File: src/rtl/pipeline_stall_ctrl.sv
// Hazard/stall sequencer for the 5-stage MIPS pipeline: load-use, branch flush, MDU wait, dmem wait + watchdog.
// Optional macro PERF_CNT_EN adds saturating stall/flush counters (ports tied to 0 when undefined).
module pipeline_stall_ctrl #(
   parameter int unsigned TIMEOUT = 255,
   parameter int unsigned CNT_W   = 16
) (
   input  logic        clk_i,
   input  logic        rst_n_i,
   input  logic        ID_EX_MemRead_i,
   input  logic [4:0]  ID_EX_RegRt_i,
   input  logic [4:0]  IF_ID_RegRs_i,
   input  logic [4:0]  IF_ID_RegRt_i,
   input  logic        branch_taken_i,
   input  logic        mdu_req_i,
   input  logic        mdu_done_i,
   input  logic        dmem_req_i,
   input  logic        dmem_ack_i,
   output logic        pc_write_o,
   output logic        if_id_write_o,
   output logic        if_id_flush_o,
   output logic        id_ex_write_o,
   output logic        id_ex_bubble_o,
   output logic        ex_mem_write_o,
   output logic        ex_mem_bubble_o,
   output logic        mem_wb_bubble_o,
   output logic        mdu_go_o,
   output logic        err_o,
   output logic [31:0] stall_cnt_o,
   output logic [31:0] flush_cnt_o,
   output logic [1:0]  dbg_state_o
);

   typedef enum logic [1:0] {
      RUN      = 2'd0,
      MDU_WAIT = 2'd1,
      ERR      = 2'd2
   } state_t;

   state_t           r_state;
   state_t           w_next;
   logic [CNT_W-1:0] r_wdog;
   logic [CNT_W-1:0] w_wdog_next;
   logic             w_memstall;
   logic             w_loaduse;
   logic             w_wdog_hit;

   assign w_memstall = dmem_req_i & ~dmem_ack_i;
   assign w_loaduse  = ID_EX_MemRead_i & (ID_EX_RegRt_i != 5'd0) &
                       ((ID_EX_RegRt_i == IF_ID_RegRs_i) | (ID_EX_RegRt_i == IF_ID_RegRt_i));
   assign w_wdog_hit = w_memstall & (r_wdog == CNT_W'(TIMEOUT - 1));
   assign dbg_state_o = r_state;

   always_ff @(posedge clk_i or negedge rst_n_i) begin
      if (!rst_n_i) begin
         r_state <= RUN;
         r_wdog  <= '0;
      end else begin
         r_state <= w_next;
         r_wdog  <= w_wdog_next;
      end
   end

   always_comb begin
      w_next          = r_state;
      w_wdog_next     = '0;
      pc_write_o      = 1'b1;
      if_id_write_o   = 1'b1;
      if_id_flush_o   = 1'b0;
      id_ex_write_o   = 1'b1;
      id_ex_bubble_o  = 1'b0;
      ex_mem_write_o  = 1'b1;
      ex_mem_bubble_o = 1'b0;
      mem_wb_bubble_o = 1'b0;
      mdu_go_o        = 1'b0;
      err_o           = 1'b0;

      if (r_state != ERR && w_memstall) begin
         w_wdog_next = r_wdog + CNT_W'(1);
      end

      case (r_state)
         RUN: begin
            if (w_memstall) begin
               pc_write_o      = 1'b0;
               if_id_write_o   = 1'b0;
               id_ex_write_o   = 1'b0;
               ex_mem_write_o  = 1'b0;
               mem_wb_bubble_o = 1'b1;
               if (w_wdog_hit) w_next = ERR;
            end else if (mdu_req_i) begin
               pc_write_o      = 1'b0;
               if_id_write_o   = 1'b0;
               id_ex_write_o   = 1'b0;
               ex_mem_bubble_o = 1'b1;
               mdu_go_o        = 1'b1;
               w_next          = MDU_WAIT;
            end else if (w_loaduse) begin
               pc_write_o      = 1'b0;
               if_id_write_o   = 1'b0;
               id_ex_bubble_o  = 1'b1;
            end else if (branch_taken_i) begin
               if_id_flush_o   = 1'b1;
            end
         end
         MDU_WAIT: begin
            pc_write_o      = 1'b0;
            if_id_write_o   = 1'b0;
            id_ex_write_o   = 1'b0;
            ex_mem_bubble_o = 1'b1;
            if (w_memstall) begin
               // EX/MEM must hold its occupant while MEM is frozen, so no bubble either
               ex_mem_write_o  = 1'b0;
               ex_mem_bubble_o = 1'b0;
               mem_wb_bubble_o = 1'b1;
               if (w_wdog_hit) w_next = ERR;
            end else if (mdu_done_i) begin
               pc_write_o      = 1'b1;
               if_id_write_o   = 1'b1;
               id_ex_write_o   = 1'b1;
               ex_mem_bubble_o = 1'b0;
               w_next          = RUN;
            end
         end
         ERR: begin
            pc_write_o     = 1'b0;
            if_id_write_o  = 1'b0;
            id_ex_write_o  = 1'b0;
            ex_mem_write_o = 1'b0;
            err_o          = 1'b1;
         end
         default: begin
            w_next = RUN;
         end
      endcase

      // Reset silences every control immediately, not at the next edge
      if (!rst_n_i) begin
         pc_write_o      = 1'b0;
         if_id_write_o   = 1'b0;
         if_id_flush_o   = 1'b0;
         id_ex_write_o   = 1'b0;
         id_ex_bubble_o  = 1'b0;
         ex_mem_write_o  = 1'b0;
         ex_mem_bubble_o = 1'b0;
         mem_wb_bubble_o = 1'b0;
         mdu_go_o        = 1'b0;
         err_o           = 1'b0;
      end
   end

`ifdef PERF_CNT_EN
   logic [31:0] r_stall_cnt;
   logic [31:0] r_flush_cnt;

   always_ff @(posedge clk_i or negedge rst_n_i) begin
      if (!rst_n_i) begin
         r_stall_cnt <= '0;
         r_flush_cnt <= '0;
      end else begin
         if (r_state != ERR && !pc_write_o && r_stall_cnt != 32'hFFFF_FFFF)
            r_stall_cnt <= r_stall_cnt + 32'd1;
         if (if_id_flush_o && r_flush_cnt != 32'hFFFF_FFFF)
            r_flush_cnt <= r_flush_cnt + 32'd1;
      end
   end

   assign stall_cnt_o = r_stall_cnt;
   assign flush_cnt_o = r_flush_cnt;
`else
   assign stall_cnt_o = 32'd0;
   assign flush_cnt_o = 32'd0;
`endif

endmodule
File: config.mk
export PLATFORM = sky130hd
export DESIGN_NAME = pipeline_stall_ctrl
export DESIGN_NICKNAME = d
export VERILOG_FILES = /design/src/rtl/pipeline_stall_ctrl.sv
export SDC_FILE = /design/constraint.sdc
export NUM_CORES = 1
export LEC_CHECK = 0
export ABC_AREA = 1
export BUFFER_PORTS_ARGS = -buffer_cell sky130_fd_sc_hd__buf_2
export CORE_MARGIN = 10
export CORE_UTILIZATION = 35
export CTS_CLUSTER_DIAMETER = 80
export DETAILED_ROUTE_END_ITERATION = 7
export GPL_TIMING_DRIVEN = 0
export MAX_ROUTING_LAYER = met4
export PLACE_DENSITY = 0.69
export SLEW_MARGIN = 20
export SYNTH_ARGS = -nofsm -noshare
export SYNTH_HDL_FRONTEND = slang
export SYNTH_SLANG_ARGS = --single-unit
File: constraint.sdc
create_clock -name clk_i -period 1.7 [get_ports clk_i]
set_input_delay 0.17 -clock clk_i [delete_from_list [all_inputs] [get_ports clk_i]]
set_output_delay 0.17 -clock clk_i [all_outputs]
set_load 0.1 [all_outputs]
==> results.sh, run 1 <==
export IMPL_clkSlewWorstSetupHoldPaths_ns=0.07
export IMPL_num_rows=25
export IMPL_r2r_end="r_wdog[12]"
export IMPL_regArea_sq_um=457.9
export IMPL_die_area_sq_um=8230
export IMPL_skew_ns=0.0007530
export IMPL_clock_sinks=18
export IMPL_n_fill_cell=464
export IMPL_slowest_stage="dfrtp_4"
export IMPL_vias_per_cell=3.767
export IMPL_max_freq_mhz=581.4
export IMPL_power_density_nw_per_um2=630.9
export IMPL_yosys_cell_count_top_type="buf_4"
export IMPL_postLayoutCoreUtil_pct=53.70
export IMPL_synth_top_area_share_pct=28.31
export IMPL_synth_edf_count=0
export IMPL_antenna_cells=0
export IMPL_drt_pass1_iter_count=4
export IMPL_reg2reg_depth=8
export IMPL_path_cells="nor2_4, nand2_2, nor2_4, nand2_4, nand2_8, buf_6, buf_12"
export IMPL_critPathKind="reg -> out"
export IMPL_drive_gt1_share_pct=37.43
export IMPL_crit_required_ns=1.53
export IMPL_cp_endpoint="pc_write_o"
export IMPL_rsz0062_at_grt="true"
export IMPL_synth_common_cells="66 x buf_4, 52 x nand2_1, 35 x inv_1, 32 x nor2_1, 18 x dfrtp_1"
export IMPL_worst_slack_ns=-0.01996
export IMPL_gp_congestion=0.8186
export IMPL_gr_usage_all_layers_pct=10.81
export IMPL_tightest_slew_ns=0.8056
export IMPL_vias=1631
export IMPL_cap_violations=0
export IMPL_wl_per_cell_um=10.19
export IMPL_cts_tree="yes"
export IMPL_grt_pass1_vias=1659
export IMPL_syn_avg_cell_area_sq_um=6.707
export IMPL_pin_count=99
export IMPL_clockBufferDepth=2
export IMPL_pre_cts_ws_ns=-0.3645
export IMPL_postLayoutCellArea_sq_um=2570
export IMPL_cp_slowest_stage_delay_ns=0.51
export IMPL_finalMaxSlewViolations=0
export IMPL_finalHoldViolCount=0
export IMPL_chipWidth_um=90.72
export IMPL_drc=0
export IMPL_hpwlAfterDp_um=3717
export IMPL_critPathLaunchType="flop"
export IMPL_min_period_over_period_pct=101.2
export IMPL_hp_class="in -> reg"
export IMPL_critPathMaxFanout=4
export IMPL_multi_input_area_sq_um=1031
export IMPL_drt_iter0_drc=27
export IMPL_grt_max_degree=19
export IMPL_yosysWarningCount=0
export IMPL_cts_root_buffer="clkbuf_8"
export IMPL_cp_arrival_ns=1.55
export IMPL_synth_async_reset_ratio_pct=100.0
export IMPL_synth_area_leaders="buf_4 28%, dfrtp_1 26%, nand2_1 11%"
export IMPL_synth_seq_cells=18
export IMPL_routed_wl_um=4412
export IMPL_antenna_found_initial=0
export IMPL_synth_top_cell_by_area="buf_4"
export IMPL_crit_start="dbg_state_o[1]"
export IMPL_initial_core_util_pct=36.58
export IMPL_leakage_uw=0.001404
export IMPL_fin_crit_ns=1.720
export IMPL_dpl_cell_area_sq_um=2327
export IMPL_core_sq_um=4786
export IMPL_clkLatencyLatePin_ns=0.25
export IMPL_synth_cell_types=22
export IMPL_ys_seq_area_share_pct=25.73
export IMPL_portBuffers=34
export IMPL_syn_area_sq_um=1750
export IMPL_nets=392
export IMPL_cts_inserted_buffers=3
export IMPL_max_slew_margin_pct=46.11
export IMPL_synth_cells=261
export IMPL_htreeDepth=1
export IMPL_r2r_start="r_wdog[0]"
export IMPL_drtAntennaViolNets=0
export IMPL_violations="negative setup slack"
export IMPL_crit_top_cell="nor2_4"
export IMPL_grt_pass1_wl_um=7465
export IMPL_ys_flop_type="dfrtp_1"
export IMPL_dieHeight_um=90.72
export IMPL_r2r_slack_ns=0.19
export IMPL_globalRoute_totalOverflow=0
export IMPL_irDropWorstVdd_mv=0.3240
export IMPL_setup_viol=1
export IMPL_end_kind="output port"
export IMPL_syn2layout_area_growth_pct=46.82
export IMPL_status="finished, violations left"
routing by layer:
layer  global-route usage, %  routed length [um]  vias to the layer above
met3                   4.655                 387                        4
met5                       -                   0                        -
met2                   18.87                2302                       59
li1                        -                   -                      877
met1                   11.27                1690                      691
met4                   1.592                  30                        0
cells by family after synthesis:
family / synth area share (%)
flip-flops: 25.73
AND/OR/NAND/NOR: 28.95
XOR/XNOR: 2.002
AO/OA/AOI/OAI: 5.647
buffers and inverters: 36.03
other: 0.2142
adder cells (fa/ha/maj): 1.429
metrics by stage:
stage	setup TNS, ns	total power, uW	cells	hold WS (ns)
final	-0.01996	1621	433	0.2701
after global routing	-0.3884	1693	433	0.2877
after CTS	-0.05333	1624	432	0.2559
after detailed placement	-1.421	1263	425	0.1545
after global placement	-1.308	1260	425	0.1489
after floorplan	-0.6050	1215	324	-0.1256
what timing repair did:
item,CTS,global route
setup endpoints to repair,9,11
hold endpoints to repair,18,0
buffers inserted,2,1
pin swaps,5,4
resized for setup,36,4
hold buffers,1,0
sequential cells by signal, summed over array words and instances (netlist names):
signal / count
r_wdog: 16
dbg_state_o: 2
placed cells by master (no fill, tap or decap):
master / netlist / final
buf_4: 66 / 71
conb_1: 1 / 64
nand2_1: 52 / 47
inv_1: 35 / 35
nor2_1: 32 / 24
buf_2: 0 / 23
dfrtp_1: 18 / 16
nand3_1: 14 / 13
nor2_4: 2 / 10
a21oi_1: 11 / 10
o21ai_0: 6 / 6
nand2_2: 2 / 5
nor2_2: 5 / 5
buf_12: 0 / 5
clkbuf_8: 0 / 4
nor3_1: 3 / 3
nand3_2: 2 / 3
buf_6: 0 / 3
xor2_1: 2 / 2
xnor2_1: 2 / 2
nand4_1: 2 / 2
ha_1: 2 / 2
dfrtp_4: 0 / 2
inv_2: 1 / 1
o21ai_1: 1 / 1
a21oi_4: 0 / 1
o2111ai_4: 0 / 1
nand2_4: 0 / 1
nand2_8: 0 / 1
nor3b_1: 1 / 1
dlygate4sd3_1: 0 / 1
buf_8: 0 / 1
area by class of cell:
type	count	area share, %
Multi-Input combinational cell	204	40.12
Inverter	36	5.258
Sequential cell	18	17.82
Timing Repair Buffer	38	11.98
Clock buffer	4	2.142
Buffer	66	19.43
Tap cell	67	3.262
power breakdown:
group          leakage [uW]  internal [uW]  switching [uW]  total, uW
registers          0.000245            428               0        428
logic               0.00113            142             704        846
clock network     0.0000288            206             142        348
worst max-delay path, delay by kind of cell, from the launching register on:
kind                   cells  cell delay (ns)
flip-flops                 1             0.51
buffers and inverters      2             0.26
AND/OR/NAND/NOR            5             0.53
worst min-delay path by stage:
stage,endpoint,slack (ns),depth (start not counted),start
2_1_floorplan,r_wdog[0],-0.13,0,rst_n_i
3_3_place_gp,r_wdog[7],0.15,1,rst_n_i
3_5_place_dp,r_wdog[13],0.15,1,rst_n_i
4_1_cts,dbg_state_o[0],0.26,5,dmem_ack_i
5_1_grt,dbg_state_o[0],0.29,5,dmem_ack_i
6_report,dbg_state_o[0],0.27,5,dmem_ack_i
Power figures use the tool's default switching activity.
==> run 2, diff against run 1 <==
Settings changed: CAP_MARGIN set to 10.
Clock period 1.7 ns to 2.05 ns, I/O delays scaled along.
==> results.sh, run 2 (synthesis gave the netlist of run 1 again) <==
export IMPL_top_layer_used="met4"
export IMPL_slowest_stage="dfrtp_2"
export IMPL_cp_arrival_ns=1.71
export IMPL_largest_reg_flops=16
export IMPL_postLayoutCoreUtil_pct=49.41
export IMPL_r2r_start="r_wdog[0]"
export IMPL_multi_input_area_sq_um=952.2
export IMPL_critPathLaunchType="flop"
export IMPL_critPathKind="reg -> out"
export IMPL_finalHoldViolCount=0
export IMPL_layout_commonest_cell="buf_4"
export IMPL_status="completed"
export IMPL_clkLatencyLatePin_ns=0.25
export IMPL_regArea_sq_um=452.9
export IMPL_drc=0
export IMPL_max_slew_margin_pct=46.45
export IMPL_path_cells="nor2_1, nand2_1, nor2_1, nand2_1, nand2_4, buf_4, buf_4"
export IMPL_core_sq_um=4786
export IMPL_htreeDepth=1
export IMPL_end_kind="output port"
export IMPL_leakage_uw=0.001360
export IMPL_dieHeight_um=90.72
export IMPL_largest_register="r_wdog"
export IMPL_hold_path_cell_count=5
export IMPL_clkSlewWorstSetupHoldPaths_ns=0.07
export IMPL_globalRoute_totalOverflow=0
export IMPL_portBuffers=34
export IMPL_cp_slowest_stage_delay_ns=0.43
export IMPL_vias=1588
export IMPL_nets=389
export IMPL_rsz0062_at_grt="false"
export IMPL_irDropWorstVdd_mv=0.4105
export IMPL_worst_slack_ns=0.1372
export IMPL_vias_per_cell=3.693
export IMPL_gp_congestion=0.8402
export IMPL_wl_per_cell_um=9.912
export IMPL_cap_violations=0
export IMPL_hold_worst_slack_ns=0.2766
export IMPL_finalMaxSlewViolations=0
export IMPL_clock_sinks=18
export IMPL_n_fill_cell=477
export IMPL_p_total_uw=1341
export IMPL_power_density_nw_per_um2=567.3
export IMPL_antenna_cells=0
export IMPL_fin_crit_ns=1.913
export IMPL_routed_wl_um=4262
export IMPL_min_from="dmem_ack_i"
export IMPL_tightest_slew_ns=0.8006
export IMPL_antenna_found_initial=0
export IMPL_pin_count=99
export IMPL_drt_iter0_drc=49
export IMPL_setup_viol=0
export IMPL_setup_tns_ns=0
export IMPL_cts_inserted_buffers=3
export IMPL_cts_tree="yes"
export IMPL_drt_met1_wl_um=1651
export IMPL_cts_root_buffer="clkbuf_8"
export IMPL_crit_required_ns=1.85
export IMPL_pre_cts_ws_ns=0.007627
export IMPL_grt_pass1_wl_um=7065
export IMPL_grt_max_degree=19
export IMPL_critPathMaxFanout=5
export IMPL_post_cts_buffers=0
export IMPL_drtAntennaViolNets=0
export IMPL_grt_pass1_vias=1466
export IMPL_hp_class="in -> reg"
export IMPL_crit_start="dbg_state_o[1]"
export IMPL_die_area_sq_um=8230
export IMPL_max_freq_mhz=522.8
export IMPL_reg2reg_depth=8
export IMPL_initial_core_util_pct=36.58
export IMPL_num_rows=25
export IMPL_min_period_over_period_pct=93.30
export IMPL_drive_gt1_share_pct=34.99
export IMPL_chipWidth_um=90.72
export IMPL_syn2layout_area_growth_pct=35.10
export IMPL_r2r_slack_ns=0.53
export IMPL_met2_wirelength_um=2255
export IMPL_gr_usage_all_layers_pct=10.36
export IMPL_r2r_end="r_wdog[12]"
export IMPL_worstHoldEndpoint="dbg_state_o[0]"
export IMPL_layout_common_cells="67 x buf_4, 64 x conb_1, 50 x nand2_1, 35 x inv_1, 30 x buf_2"
export IMPL_skew_ns=0.001385
export IMPL_dr_wl_met3_um=310
export IMPL_drt_pass1_iter_count=4
export IMPL_clockBufferDepth=2
export IMPL_hpwlAfterDp_um=3747
run 2: changes by cell type in the layout (fill, tap and decap cells not counted), moves of 2 or more:
cell and delta:
buf_6 -3, nor2_4 -6, nor2_2 +4, buf_2 +7, clkbuf_4 +3, dfrtp_4 -2, nand2_2 -2, dfrtp_2 +2
buf_12 -5, nor2_1 +2, nand2_1 +3, buf_4 -4
run 2: how the worst max path moves through the flow:
stage	depth (start not counted)	endpoint
after detailed placement	7	pc_write_o
final	7	pc_write_o
after global placement	7	pc_write_o
after floorplan	4	err_o
after CTS	6	if_id_flush_o
after global routing	7	pc_write_o
run 2: what timing repair did:
action                     CTS  global route
setup endpoints to repair    1             3
hold buffers                 1             0
hold endpoints to repair    18             0
resized for setup            1             3
run 2: critical path: cells and delay by family, from the launching register on:
| kind | cells | cell delay [ns] |
|---|---|---|
| buffers and inverters | 2 | 0.37 |
| flip-flops | 1 | 0.43 |
| AND/OR/NAND/NOR | 5 | 0.64 |
run 2: power breakdown:
part           internal [uW]  switching, uW  total [uW]
combinational            115            579         694
clock                    171            122         292
sequential               355              0         355
run 2: metal layers:
metal  GRT usage [%]  up-vias
met4           3.183        0
li1                -      874
met2           18.03       50
met5               -        -
met1           11.12      660
met3           2.909        4
run 2: cell type report:
type	count	share of cell area [%]
plain buffers	66	20.95
well taps	67	3.545
multi-input cells	204	40.26
clock buffers	4	2.328
flip-flops and latches	18	19.15
repair buffers	35	8.042
inverters	36	5.714
run 2: through the flow:
stage,cells,cell area (sq um)
5_1_grt,430,2365
6_report,430,2365
3_3_place_gp,425,2290
2_1_floorplan,324,2036
4_1_cts,430,2357
3_5_place_dp,425,2290
==> run 3, diff against run 2 <==
Settings changed: MAX_ROUTING_LAYER met4 to unset.
==> results.sh, run 3 (synthesis gave the netlist of run 1 again) <==
export IMPL_end_kind="output port"
export IMPL_min_period_over_period_pct=93.44
export IMPL_die_area_sq_um=8230
export IMPL_clkSlewWorstSetupHoldPaths_ns=0.07
export IMPL_htreeDepth=1
export IMPL_crit_start="dbg_state_o[1]"
export IMPL_layout_commonest_cell="buf_4"
export IMPL_dp_cells=425
export IMPL_initial_core_util_pct=36.58
export IMPL_globalRoute_totalOverflow=0
export IMPL_status="completed"
export IMPL_antenna_found_initial=0
export IMPL_finalMaxSlewViolations=0
export IMPL_r2r_slack_ns=0.53
export IMPL_setup_viol=0
export IMPL_critPathMaxFanout=5
export IMPL_clock_sinks=18
export IMPL_setup_tns_ns=0
export IMPL_max_freq_mhz=522.1
export IMPL_critPathKind="reg -> out"
export IMPL_largest_register="r_wdog"
export IMPL_postLayoutCoreUtil_pct=49.41
export IMPL_nets=389
export IMPL_num_rows=25
export IMPL_largest_reg_flops=16
export IMPL_rsz0062_at_grt="false"
export IMPL_grt_pass1_vias=1462
export IMPL_grt_pass1_wl_um=7072
export IMPL_hp_class="in -> reg"
export IMPL_dieHeight_um=90.72
export IMPL_power_density_nw_per_um2=567.1
export IMPL_leakage_uw=0.001360
export IMPL_power_frac_seq_pct=26.5
export IMPL_drt_pass1_iter_count=4
export IMPL_routed_wl_um=4260
export IMPL_intPower_uw=641.0
export IMPL_portBuffers=34
export IMPL_cts_root_buffer="clkbuf_8"
export IMPL_finalHoldViolCount=0
export IMPL_power_frac_clock_pct=21.8
export IMPL_critPathLaunchType="flop"
export IMPL_core_sq_um=4786
export IMPL_chipWidth_um=90.72
export IMPL_cts_tree="yes"
export IMPL_slowest_stage="dfrtp_2"
export IMPL_multi_input_area_sq_um=952.2
export IMPL_swShare_pct=52.21
export IMPL_pin_count=99
export IMPL_r2r_start="r_wdog[0]"
export IMPL_skew_ns=0.002041
export IMPL_wl_per_cell_um=9.907
export IMPL_crit_required_ns=1.85
export IMPL_vias_per_cell=3.693
export IMPL_max_slew_margin_pct=46.89
export IMPL_fin_crit_ns=1.915
export IMPL_gr_usage_all_layers_pct=10.08
export IMPL_clockBufferDepth=2
export IMPL_n_fill_cell=477
export IMPL_drtAntennaViolNets=0
export IMPL_grt_max_degree=19
export IMPL_drive_gt1_share_pct=34.99
export IMPL_layoutNonFillerInstCount=430
export IMPL_tightest_slew_ns=0.7940
export IMPL_path_cells="nor2_1, nand2_1, nor2_1, nand2_1, nand2_4, buf_4, buf_4"
export IMPL_layout_common_cells="67 x buf_4, 64 x conb_1, 50 x nand2_1, 35 x inv_1, 30 x buf_2"
export IMPL_regArea_sq_um=452.9
export IMPL_switching_power_uw=700.1
export IMPL_hpwlAfterDp_um=3747
export IMPL_irDropWorstVdd_mv=0.4108
export IMPL_post_cts_buffers=0
export IMPL_gp_congestion=0.8277
export IMPL_min_from="dmem_ack_i"
export IMPL_vias=1588
export IMPL_cp_arrival_ns=1.71
export IMPL_drt_iter0_drc=48
export IMPL_drc=0
export IMPL_cts_inserted_buffers=3
export IMPL_syn2layout_area_growth_pct=35.10
export IMPL_antenna_cells=0
export IMPL_cap_violations=0
export IMPL_cp_slowest_stage_delay_ns=0.43
export IMPL_comb_power_share_pct=51.8
export IMPL_clkLatencyLatePin_ns=0.25
[run 3: stage by stage]
step / setup slack [ns] / total power [uW] / hold slack (ns) / cell area [sq um]
final: 0.1345 / 1341 / 0.2773 / 2365
after global routing: 0.007731 / 1390 / 0.3127 / 2365
after CTS: 0.05258 / 1342 / 0.2742 / 2357
after detailed placement: 0.007627 / 1045 / 0.1813 / 2290
after global placement: 0.01116 / 1044 / 0.1801 / 2290
after floorplan: -0.01828 / 1005 / -0.09059 / 2036
[run 3: power groups by stage]
stage                     combinational (uW)  sequential (uW)  clock, uW
final                                    694              355        292
after global routing                     724              355        311
after CTS                                686              355        301
after detailed placement                 683              362          0
after global placement                   682              362          0
after floorplan                          643              362          0
[run 3: what timing repair did]
item                                    in CTS  in global routing
hold buffers                                 1                  0
resized for setup                            1                  3
endpoints found under the setup margin       1                  3
hold endpoints to repair                    18                  0
pin swaps                                    0                  0
[run 3: worst paths after layout]
check                                  to  depth (start not counted)
setup reg to reg               r_wdog[12]                          8
max in group asynchronous  dbg_state_o[0]                          2
hold reg to reg                 r_wdog[6]                          1
setup / recovery               pc_write_o                          7
min in group asynchronous       r_wdog[6]                          2
hold / removal             dbg_state_o[0]                          5
[run 3: final cells by class]
cell class | count | area share (%)
timing repair buffer | 35 | 8.042
clock buffer | 4 | 2.328
tap | 67 | 3.545
buffer | 66 | 20.95
multi-input combinational | 204 | 40.26
sequential | 18 | 19.15
inverter | 36 | 5.714
[run 3: metal layers]
layer	part of all wire (%)	up-vias	global-route usage, %
met5	0	-	0
met4	1.1	0	3.183
met3	8.6	4	3.574
met2	52	51	18.03
met1	38	661	10.74
li1	-	872	-
[run 3: critical path: cells and delay by family (launching register included)]
kind / cells / cell delay, ns
buffers and inverters: 2 / 0.37
and+or+nand+nor: 5 / 0.65
DFF: 1 / 0.43
